--- config.mk ---
export PLATFORM = sky130hd
export DESIGN_NAME = req_encoder_rtl
export DESIGN_NICKNAME = d
export VERILOG_FILES = /design/src/rtl/req_encoder_rtl.sv
export SDC_FILE = /design/constraint.sdc
export NUM_CORES = 1
export LEC_CHECK = 0
export ABC_AREA = 0
export ABC_CLOCK_PERIOD_IN_PS = 1050
export CAP_MARGIN = 10
export CORE_MARGIN = 3
export CORE_UTILIZATION = 29
export CTS_CLUSTER_SIZE = 24
export DETAILED_ROUTE_END_ITERATION = 16
export SYNTH_ARGS = -nofsm -noshare
export SYNTH_HDL_FRONTEND = slang
export SYNTH_SLANG_ARGS = --single-unit
--- constraint.sdc ---
create_clock -name clk -period 1.05 [get_ports clk]
set_input_delay 0.21 -clock clk [delete_from_list [all_inputs] [get_ports clk]]
set_output_delay 0.21 -clock clk [all_outputs]
set_load 0.02 [all_outputs]
--- src/rtl/req_encoder_rtl.sv ---
// -----------------------------------------------------------------------------
// req_encoder_rtl
//
// Sequential N-to-log2(N) request encoder. Request pulses are captured into a
// sticky pending vector. Pending requests are then handed out one encoded index
// at a time over a valid/ready handshake. Each bit is cleared as it is granted,
// so bursts of one-hot or multi-hot events are serialised instead of lost.
//
// Parameters:
//   N  number of request lines (power of 2, >= 2)
//   W  encoded index width, must equal log2(N)
//
// Ports:
//   clk       rising-edge clock
//   rst_n     asynchronous active-low reset
//   req       [N-1:0] request pulses (bit i requests index i)
//   clr       synchronous clear of pending requests and the output stage
//   y         [W-1:0] encoded index of the current grant
//   valid     y holds a grant awaiting acceptance
//   ready     consumer accepts y when valid && ready at a rising edge
//   pending   [N-1:0] registered requests not yet granted
//   overflow  one-cycle pulse: a request hit an already-pending bit
//
// Configuration:
//   REQ_ENCODER_ROUND_ROBIN_EN  when defined, selection is round-robin. It
//   starts from the index after the last grant and wraps. When undefined, the
//   lowest set index wins and no pointer register exists.
// -----------------------------------------------------------------------------
module req_encoder_rtl #(
  parameter int N = 4,
  parameter int W = 2
) (
  input  logic         clk,
  input  logic         rst_n,
  input  logic [N-1:0] req,
  input  logic         clr,
  output logic [W-1:0] y,
  output logic         valid,
  input  logic         ready,
  output logic [N-1:0] pending,
  output logic         overflow
);

  // Convert a one-hot (or all-zero) vector into its binary index.
  function automatic logic [W-1:0] onehot_to_index(input logic [N-1:0] oh);
    logic [W-1:0] idx;
    idx = '0;
    for (int i = 0; i < N; i++) begin
      if (oh[i]) idx = idx | W'(i);
    end
    return idx;
  endfunction

  logic         load;         // output stage can take a new grant this edge
  logic         grant;        // a pending bit is handed out this edge
  logic [W-1:0] start;        // index the priority search begins at
  logic [N-1:0] rotated;      // pending rotated so that 'start' sits at bit 0
  logic [N-1:0] lowest;       // lowest set bit of 'rotated', isolated
  logic [W-1:0] sel_idx;      // absolute index chosen for the grant
  logic [N-1:0] grant_clear;  // pending bit retired by this grant
  logic [N-1:0] pending_next;
  logic         overflow_next;

`ifdef REQ_ENCODER_ROUND_ROBIN_EN
  logic [W-1:0] last_grant;

  // W == log2(N), so the W-bit sums wrap modulo N.
  assign start = last_grant + W'(1);
`else
  assign start = '0;
`endif

  // NOTE: every signal written in always_comb gets a default value first, so
  // no path through the block can leave it unassigned and infer a latch.
  always_comb begin
    rotated = '0;
    for (int i = 0; i < N; i++) begin
      rotated[i] = pending[start + W'(i)];
    end
  end

  // Two's-complement trick: x & -x keeps only the lowest set bit.
  assign lowest  = rotated & (~rotated + N'(1));
  assign sel_idx = start + onehot_to_index(lowest);

  assign load  = !valid || ready;
  assign grant = load && (pending != '0);

  assign grant_clear = grant ? (N'(1) << sel_idx) : '0;

  // A request always sets its bit, even on the edge that grants it.
  assign pending_next  = (pending & ~grant_clear) | req;
  assign overflow_next = |(req & pending & ~grant_clear);

  // NOTE: sequential state uses non-blocking assignments only. Every register
  // then samples pre-edge values, whatever order the statements are in.
  always_ff @(posedge clk or negedge rst_n) begin
    if (!rst_n) begin
      pending    <= '0;
      y          <= '0;
      valid      <= 1'b0;
      overflow   <= 1'b0;
`ifdef REQ_ENCODER_ROUND_ROBIN_EN
      last_grant <= '0;
`endif
    end else if (clr) begin
      // clr has priority over req and ready; requests seen this edge are dropped.
      pending    <= '0;
      y          <= '0;
      valid      <= 1'b0;
      overflow   <= 1'b0;
`ifdef REQ_ENCODER_ROUND_ROBIN_EN
      last_grant <= '0;
`endif
    end else begin
      pending  <= pending_next;
      overflow <= overflow_next;
      if (load) begin
        if (grant) begin
          y     <= sel_idx;
          valid <= 1'b1;
`ifdef REQ_ENCODER_ROUND_ROBIN_EN
          last_grant <= sel_idx;
`endif
        end else begin
          // Nothing to hand out: drop valid and keep the last index on y.
          valid <= 1'b0;
        end
      end
    end
  end

endmodule

==> run_results.csv <==
group,metric,value,unit
status,status,"finished with violations",
status,violations,"setup timing",
clock_tree,clk_path_buf_depth,2,
clock_tree,cts_root_buffer,"clkbuf_4",
global_routing,antenna_found_initial,0,
floorplan,io_pins,16,
routing,drc,0,
power,ir_drop,0.7583,mV
placed_design,dp_hpwl,788.6,µm
synth,yosysTopAreaCellShare,0.5096,
setup_path,cp-end-kind,"register",
sta,setup_viol,9,
cells_and_area,drive_gt1_frac,0.5714,
clock_tree,clk-insertion-delay-late,260,ps
floorplan,chipWidth,42.81,µm
global_routing,grt_max_degree,9,
sta,finClkSkew,11.82,ps
synth,ys_warn_count,0,
sta,finalSetupTns,-782.5,ps
sta,rsz0062_at_grt,"true",
hold_path,hp-class,"input pin to asynchronous set/reset pin",
sta,finalWorstSetupSlack,-158.2,ps
routing,wl,1.225,mm
floorplan,start_util,0.3312,
routing,dr.pass1.iters,4,
sta,hold_viol_final,0,
cells_and_area,num-fill-cells,101,
sta,slew_headroom,0.7462,
power,power_density,1212,nW/µm²
synth,synth_edf_count,0,
synth,yosysUniqueCellTypes,20,
setup_path,path_class,"register to register",
clock_tree,cts.clk_slew.worst_paths,60,ps
floorplan,die_h,42.81,µm
cells_and_area,n_antenna_cell,0,
routing,post_drt_wl_per_cell,14.58,µm
power,p_leak,0.3265,nW
synth,synth_top_cell_by_area,"dfrtp_1",
synth,ys_seq_elements,8,
synth,synth_seq_area_share,0.5096,
floorplan,rows,12,
placed_design,port_buffers,15,
sta,timing.hold.ws,230.7,ps
global_routing,grt_pass1_vias,462,
synth,ys.flop_type,"dfrtp_1",
routing,via_count,435,
clock_tree,numCtsBuffers,3,
synth,ys_top_cells_by_count,"dfrtp_1 (8), inv_1 (5), a21oi_1 (4)",
cells_and_area,finalNonFillerCells,84,
routing,drt_iter0_drc,16,
sta,tightest_slew,379.6,ps
cells_and_area,nets,79,
sta,fin_crit_sh,1.151,
clock_tree,htreeDepth,1,
floorplan,core_area,1186,µm²
setup_path,cp_max_fo,5,
synth,yosysMostFrequentCell,"dfrtp_1",
setup_path,start_kind,"register",
setup_path,r2r_setup_slack,-160,ps
sta,slew_viol_final,0,
setup_path,required,1180,ps
synth,synth_area_leaders,"dfrtp_1 (51%), a21oi_1 (5.1%), inv_1 (4.8%), a221oi_1 (4.5%), o311ai_2 (4.1%)",
run,max_cap_violations,0,
synth,async_reset_ff_frac,1.000,
sta,fin_crit,1208,ps
clock_tree,numClockSinks,8,
global_routing,overflow,0,
setup_path,r2r_end,"overflow",
setup_path,reg2reg_depth,3,
setup_path,cp.arrival,1330,ps
placed_design,dpl_worst_slack,-391.3,ps
placed_design,gp_congestion,0.8379,
global_routing,grt_usage,0.1538,
global_routing,grt_pass1_wl,2.125,mm
sta,fmax,827.7,MHz
setup_path,regToRegStartpoint,"pending[1]",
synth,synth_area_per_cell,9.822,µm²
routing,vias_per_cell,5.179,
floorplan,die_area,1832,µm²
routing,ant_nets,0,
cells_and_area,syn_to_final_growth,84.71,%
placed_design,dp_cells,78,
synth,synthesis.area,392.9,µm²
synth,syn-num-nets,48,
synth,syn_inst,40,
clock_tree,cts_tree,"yes",
per-stage QoR:
stage / instance area, µm² / utilization / power, W
6_report: 725.7 / 0.6118 / 0.0008795
5_1_grt: 725.7 / 0.6118 / 0.0009316
4_1_cts: 656.9 / 0.5538 / 0.0008415
3_5_place_dp: 648.1 / 0.5464 / 0.0005932
3_3_place_gp: 648.1 / 0.5464 / 0.0005886
2_1_floorplan: 409.1 / - / 0.0004577
sequential cells by signal (all words and copies together) (netlist names):
register  count
overflow      1
pending       4
valid         1
y             2
kinds of logic after synthesis:
| family | count (synthesis) | synth area share |
|---|---|---|
| buffers and inverters | 7 | 0.07644 |
| DFF | 8 | 0.5095 |
| AOI/OAI and AO/OA | 15 | 0.2739 |
| and+or+nand+nor | 10 | 0.1401 |
layer usage:
| layer | share of wire | GRT usage |
|---|---|---|
| met5 | 0 | 0 |
| met3 | 0.080 | 0.05932 |
| met2 | 0.51 | 0.2665 |
| met1 | 0.39 | 0.1744 |
| met4 | 0.013 | 0.03727 |
critical path, stage by stage, from the launching register on:
cell and delay, ps:
dfrtp_2 410, or2_4 290, o311ai_4 230, a41oi_2 140
layout make-up:
class / count / area (µm²) / area share
flip-flops and latches: 8 / 203.9 / 0.2810
multi-input cells: 25 / 232.7 / 0.3207
clock buffers: 4 / 26.28 / 0.03621
repair buffers: 28 / 226.5 / 0.3121
inverters: 5 / 18.77 / 0.02586
well taps: 14 / 17.52 / 0.02414
repair_timing:
| action | in CTS | in global routing |
|---|---|---|
| setup endpoints to repair | 15 | 11 |
| setup buffers | 0 | 3 |
| resized for setup | 37 | 13 |
| pin swaps | 1 | 4 |
| hold buffers | 0 | 0 |
worst max path at each step:
| stage | slack (ps) | endpoint | startpoint | cells after the start |
|---|---|---|---|---|
| finish | -160 | overflow | pending[1] | 3 |
| global route | -200 | overflow | pending[1] | 3 |
| CTS | -160 | overflow | pending[0] | 3 |
| detailed placement | -390 | overflow | ready | 5 |
| global placement | -340 | overflow | ready | 5 |
| floorplan | -170 | overflow | valid | 4 |
where the power goes:
group | switching [W] | internal [W]
Clock | 0.000115 | 0.000146
Combinational | 0.000137 | 0.000135
Sequential | 0.0000136 | 0.000332
Total | 0.000266 | 0.000613
cell usage in the layout (no fill, tap or decap), types with 2 or more instances in the layout:
master and n:
a221oi_2 2, nand3_1 2, buf_2 6, dfrtp_2 3, a21oi_2 2, o21ai_0 2
nor2_1 2, a21oi_1 2, buf_6 4, dfrtp_1 5, inv_1 5, buf_4 11
clkbuf_4 3, clkdlybuf4s50_1 6
Power figures use the tool's default switching activity.
